**src/rtl/mem_pkg.sv**
```systemverilog
// rtl/mem_pkg.sv - shared widths, FSM states and rw encodings for the memory access controller
package mem_pkg;

    localparam int WORD_W    = 8;
    localparam int ADDR_W    = 3;
    localparam int NUM_WORDS = 8;

    localparam logic RW_READ  = 1'b0;
    localparam logic RW_WRITE = 1'b1;

    typedef enum logic [2:0] {
        IDLE,
        SETUP,
        STROBE,
        HOLD,
        RESP
    } mem_state_e;

endpackage

```
**src/rtl/addr_decoder_3to8.sv**
```systemverilog
// rtl/addr_decoder_3to8.sv - combinational row index to one-hot row select
module addr_decoder_3to8
    import mem_pkg::*;
(
    input  logic [ADDR_W-1:0]    idx,
    output logic [NUM_WORDS-1:0] onehot
);

    always_comb begin
        onehot      = '0;
        onehot[idx] = 1'b1;
    end

endmodule

```
**src/rtl/mem_access_ctrl.sv**
```systemverilog
// rtl/mem_access_ctrl.sv - sequences one read/write per request onto the 8 word rows with setup, strobe and hold phases
module mem_access_ctrl
    import mem_pkg::*;
#(
    parameter int STROBE_CYCLES = 1
) (
    input  logic                        clk,
    input  logic                        rst,
    input  logic                        req_valid,
    output logic                        req_ready,
    input  logic                        req_write,
    input  logic [ADDR_W-1:0]           req_addr,
    input  logic [WORD_W-1:0]           req_wdata,
    output logic                        rsp_valid,
    input  logic                        rsp_ready,
    output logic                        rsp_write,
    output logic [WORD_W-1:0]           rsp_rdata,
    output logic [NUM_WORDS-1:0]        mem_sel,
    output logic                        mem_rw,
    output logic [WORD_W-1:0]           mem_word_in,
    input  logic [NUM_WORDS*WORD_W-1:0] mem_word_out
);

    localparam int              CNT_W       = 4;
    localparam logic [CNT_W-1:0] STROBE_LOAD = CNT_W'(STROBE_CYCLES - 1);

    mem_state_e           state;
    logic [ADDR_W-1:0]    addr_q;
    logic                 wr_q;
    logic [CNT_W-1:0]     cnt;
    logic [NUM_WORDS-1:0] dec_sel;
    logic [WORD_W-1:0]    rd_word;

    addr_decoder_3to8 u_dec (
        .idx    (addr_q),
        .onehot (dec_sel)
    );

    assign rd_word = mem_word_out[WORD_W*addr_q +: WORD_W];

    // mem_word_in is loaded at accept and doubles as the write-data holding register
    always_ff @(posedge clk or posedge rst) begin
        if (rst) begin
            state       <= IDLE;
            addr_q      <= '0;
            wr_q        <= RW_READ;
            cnt         <= '0;
            req_ready   <= 1'b1;
            rsp_valid   <= 1'b0;
            rsp_write   <= 1'b0;
            rsp_rdata   <= '0;
            mem_sel     <= '0;
            mem_rw      <= RW_READ;
            mem_word_in <= '0;
        end else begin
            case (state)
                IDLE: begin
                    if (req_valid && req_ready) begin
                        addr_q      <= req_addr;
                        wr_q        <= req_write;
                        mem_rw      <= req_write ? RW_WRITE : RW_READ;
                        mem_word_in <= req_write ? req_wdata : '0;
                        req_ready   <= 1'b0;
                        state       <= SETUP;
                    end
                end
                SETUP: begin
                    mem_sel <= dec_sel;
                    cnt     <= STROBE_LOAD;
                    state   <= STROBE;
                end
                STROBE: begin
                    if (cnt == '0) begin
                        mem_sel   <= '0;
                        rsp_rdata <= wr_q ? '0 : rd_word;
                        state     <= HOLD;
                    end else begin
                        cnt <= cnt - CNT_W'(1);
                    end
                end
                HOLD: begin
                    rsp_valid <= 1'b1;
                    rsp_write <= wr_q;
                    state     <= RESP;
                end
                RESP: begin
                    if (rsp_ready) begin
                        rsp_valid   <= 1'b0;
                        mem_rw      <= RW_READ;
                        mem_word_in <= '0;
                        req_ready   <= 1'b1;
                        state       <= IDLE;
                    end
                end
                default: begin
                    mem_sel   <= '0;
                    req_ready <= 1'b1;
                    state     <= IDLE;
                end
            endcase
        end
    end

endmodule

```
**config.mk**
```make
export PLATFORM = sky130hd
export DESIGN_NAME = mem_access_ctrl
export DESIGN_NICKNAME = d
export VERILOG_FILES = /design/src/rtl/mem_pkg.sv /design/src/rtl/addr_decoder_3to8.sv /design/src/rtl/mem_access_ctrl.sv
export SDC_FILE = /design/constraint.sdc
export NUM_CORES = 1
export LEC_CHECK = 0
export CAP_MARGIN = 20
export CORE_UTILIZATION = 40
export DETAILED_ROUTE_END_ITERATION = 10
export PLACE_DENSITY = 0.78
export SETUP_SLACK_MARGIN = 0.3
export SLEW_MARGIN = 10
export SYNTH_ARGS = -nofsm -noshare
export SYNTH_HDL_FRONTEND = slang
export SYNTH_HIERARCHICAL = 1
export SYNTH_SLANG_ARGS = --single-unit
```
**constraint.sdc**
```tcl
create_clock -name clk -period 2.1 [get_ports clk]
set_clock_uncertainty 0.1 [all_clocks]
set_input_delay 0.315 -clock clk [delete_from_list [all_inputs] [get_ports clk]]
set_output_delay 0.315 -clock clk [all_outputs]
set_load 0.005 [all_outputs]
```
# After elaboration in Yosys (flattened, before gate mapping)
# Index checks and enable logic that the tools add are counted.
# totals
mem_count,0
ramBits,0
wordCells,65
out_inout_bits,28
latchBits,0
regBits,39
romBits,0
# classes
eq_ne,8
n_div,0
addsub,1
n_lt_le_gt_ge,2
n_reduce_logical,17
multipliers,0
shift,1
bitwise,2
muxes,23
# ops
operator,n
$shiftx 64x7->8,1
$mux 8,5
$pmux 8 s3,1
$pmux 8 s2,1
$pmux 3 s5,1
$reduce_and 2->1,5
$mux 3,3
$reduce_and 3->1,3
$ne 2x2->1 const B,4
$pmux 4 s2,1
$eq 3x2->1 const B,2
$mux 1,6
$reduce_bool 2->1,3
$reduce_or 3->1,2
$logic_not 4->1,1
$lt 3x4->1 const B,1
$mux 4,1
$pmux 1 s2,2
$sub 4x1->4 const B,1
$demux 1 s3,1
$eq 3x1->1 const B,1
$eq 3x3->1 const B,1
$ge 3x1->1 const B,1
$logic_not 3->1,1
3 further kinds,5

# Depth between registers and ports, before layout
# logic_depth
ltp_word,5
depth_mapped,7
mapped_depth_nobuf,6

# Modules after synthesis
# The synthesis kept the hierarchy.
# by_module_without_submodules
module,cells_each,n_inst,area_per_inst_um2
mem_access_ctrl,164,1,2093.3
addr_decoder_3to8,8,1,65.1

# Worst setup path before layout
# OpenSTA, ideal clock, no wires.
# synth_timing
kind,register -> register
startpoint,reg cnt[0]
endpoint,reg cnt[1]
path_slack_ns,0.414
path_stages_with_launch,7
arrival_ns,1.458
period_less_slack_ns,1.686
t_required_ns,1.872
path_cell_list,dfrtp_1 inv_1 ha_1 or3b_2 nand2_2 mux2i_1 o22ai_1
# synth_via
elab_chain_len,3
elab_cells_between_ends,6
# synth_lines
element,line,rtl
"start, declared",mem_access_ctrl.sv:30,logic [CNT_W-1:0] cnt;
"start signal, assigned",mem_access_ctrl.sv:78,cnt <= cnt - CNT_W'(1);
$sub 4x1->4 / $logic_not 4->1 (equally long branches),"mem_access_ctrl.sv:78, mem_access_ctrl.sv:73",
$mux 4 / $ne 2x2->1 (equally long branches),n/a,
$pmux 4 s2 / $reduce_and 2->1 (equally long branches),n/a,
# Parallel ways exist; a longest one is shown, timed or not. The select of a mux whose other input is x is not followed.
# A chain may end at the register's enable or synchronous reset.

# Worst setup path in the final report
# layout_timing
startpoint,reg cnt[1]
endpoint,reg cnt[1]
# Same word-level chain as after synthesis.

==> results.toml <==
[run_status]
outcome = "finished clean"

[sta]
drv_slew = 0
setup_viol = 0
tightest_slew_ps = 635
tns_ps = 0
setup_ws_ps = 387
fin_crit_ps = 1710
period_share_pct = 81.6
fmax_ghz = 0.584
finalHoldViolations = 0
relSlewSlack_pct = 57.4
rsz0062_at_grt = "false"

[global_routing]
grt_overflow = 0
grt_pass1_wl_mm = 8.14
grt_antenna_before_repair = 0
grt_max_degree = 40
grt_pass1_vias = 1776
grtUsageTotal_pct = 19.6

[logic_synthesis]
synth-seq-cells = 39
seq_area_frac_synth_pct = 45.3
synth_edf_count = 0
post-synth-top-count-cell = "dfrtp_1"
synth_top_flop_cell = "dfrtp_1"
syn-num-nets = 254
synthArstFlopShare_pct = 100
synth.area.top_cells = "dfrtp_1, mux4_2, a22o_1"
synth_top_area_share_pct = 44.1
synth_area_leader_cell = "dfrtp_1"
ys_types = 36
synthesis.area_um2 = 2160
syn_area_per_cell_um2 = 12.5
yosys_warnings = 6
syn-instance-count = 172
synthTopCellsByCount = "dfrtp_1, a22o_1, mux4_2"

[setup_path]
critPathKind = "register to register"
ff2ff_path_depth = 6
cp_max_fo = 4
timing.rr.end = "cnt[1]"
worstPathRequired_ps = 2150
r2r_slack_ps = 390
start_kind = "register"
arrival_ps = 1770
end_kind = "register"
reg2reg_from = "cnt[1]"

[clock_tree]
htree_levels = 2
path_clk_slew_ps = 80
cts-hold-fix-buffers = 0
ctsLongestPathBuffers = 2
ctsResizeCount = 2
clockRootBuffer = "clkbuf_8"
cts_made_buffers = 5
clkLatencyLatePin_ps = 290
cts_setup_buffers = 0
cts_tree = "done"
clock_sinks = 39

[route]
vias = 1831
wl_per_cell_um = 14.5
drtIter0Drc = 63
met3_wirelength_um = 497
top_layer = "met4"
wl_mm = 5.14
drc = 0
first_pass_iters = 4
post_drt_via_cell_ratio = 5.16
antenna_left = 0
wl_met1_mm = 2.09
route.met2.wl_mm = 2.46

[floorplanning]
rows = 26
coreArea_um2 = 5140
die-area_um2 = 5690
start_util_pct = 42.0
fp.dieW_um = 75.5
fp.dieH_um = 75.5
top_level_ports = 108

[cells_and_area]
drive_gt1_share_pct = 18.6
post-route-util_pct = 67.2
nNetsFinal = 366
syn_to_final_growth_pct = 59.9
diodes = 0

[min_path]
min_path_type = "input pin to asynchronous set/reset pin"

[pwr]
irDropWorstVdd_uv = 566
power.leakage_nw = 1.48
powerDensity_nw_per_um2 = 1170

[placed_design]
io_buffer_count = 107
gp_congestion = 0.794
place_ws_ps = 31.4
dpl.hpwl_mm = 4.00

[run]
drv_cap = 0
[placed cells by master (no fill, tap or decap), drive strengths merged, types with 2 or more instances in the layout]
cell and n:
o22ai 2, inv 6, nand3 2, nor3b 6, buf 9, nor3 3, mux2i 9, ha 2
mux4 16, a21oi 4, and3 2, nand2 14, clkdlybuf4s50 106, and3b 3, dfrtp 38, a22o 16
and2 2, nor2 9, mux2 5, clkbuf 6, xor2 2, o21ai 10
[layout make-up]
| class | count | area, um2 |
|---|---|---|
| multi-input combinational | 116 | 1110 |
| fill | 407 | 1690 |
| tap | 70 | 87.6 |
| clock inverter | 2 | 35.0 |
| sequential | 39 | 977 |
| inverter | 6 | 22.5 |
| clock buffer | 6 | 82.6 |
| timing repair buffer | 116 | 1140 |
[sequential cells by signal (all words and copies together) (netlist names)]
signal / flops
rsp_rdata: 8
state: 3
cnt: 4
wr_q: 1
req_ready: 1
rsp_valid: 1
mem_word_in: 8
addr_q: 3
mem_sel: 8
mem_rw: 1
rsp_write: 1
[metal layers]
metal,vias to the layer above,GRT usage [%]
li1,870,-
met3,8,7.28
met1,865,23.0
met5,-,0
met4,0,7.00
met2,88,33.2
[critical path, cell delays in order, from the launching register on]
cell,delay (ps)
dfrtp_1,410
inv_1,90
ha_1,170
or3b_4,430
nand2_4,90
mux2i_1,190
o22ai_1,90
[cells by family (layout without fill, tap and decap cells)]
group	Yosys count	in the layout	synth area share (%)
AO/OA/AOI/OAI	36	36	12.2
XOR/XNOR	3	3	1.22
adder cells (fa/ha/maj)	2	2	1.16
buffers and inverters	17	130	4.46
flip-flops	39	39	45.3
multiplexers	30	30	23.5
AND/OR/NAND/NOR	45	45	12.2
[per-stage QoR]
stage                     power [mW]  cell area, um2  hold slack (ps)  cells
after floorplan                 2.56            2160              348    172
after global placement          3.38            3310              358    347
after detailed placement        3.41            3310              375    347
after CTS                       4.07            3430              348    355
after global routing            4.34            3450              414    355
final                           4.04            3450              324    355
[how the worst max path moves through the flow]
stage,start,to,slack (ps),depth (start not counted)
global route,cnt[1],cnt[1],310,6
CTS,req_ready,req_ready,310,1
global placement,req_valid,addr_q[1],60,5
floorplan,cnt[0],cnt[1],410,6
finish,cnt[1],cnt[1],390,6
detailed placement,req_valid,addr_q[2],30,5
[power by group]
group / internal, mW / total (mW) / switching [mW]
sequential: 1.05 / 1.32 / 0.275
clock: 0.384 / 0.641 / 0.257
combinational: 1.29 / 2.07 / 0.786
Note: power is estimated with default switching activity, not from simulation.
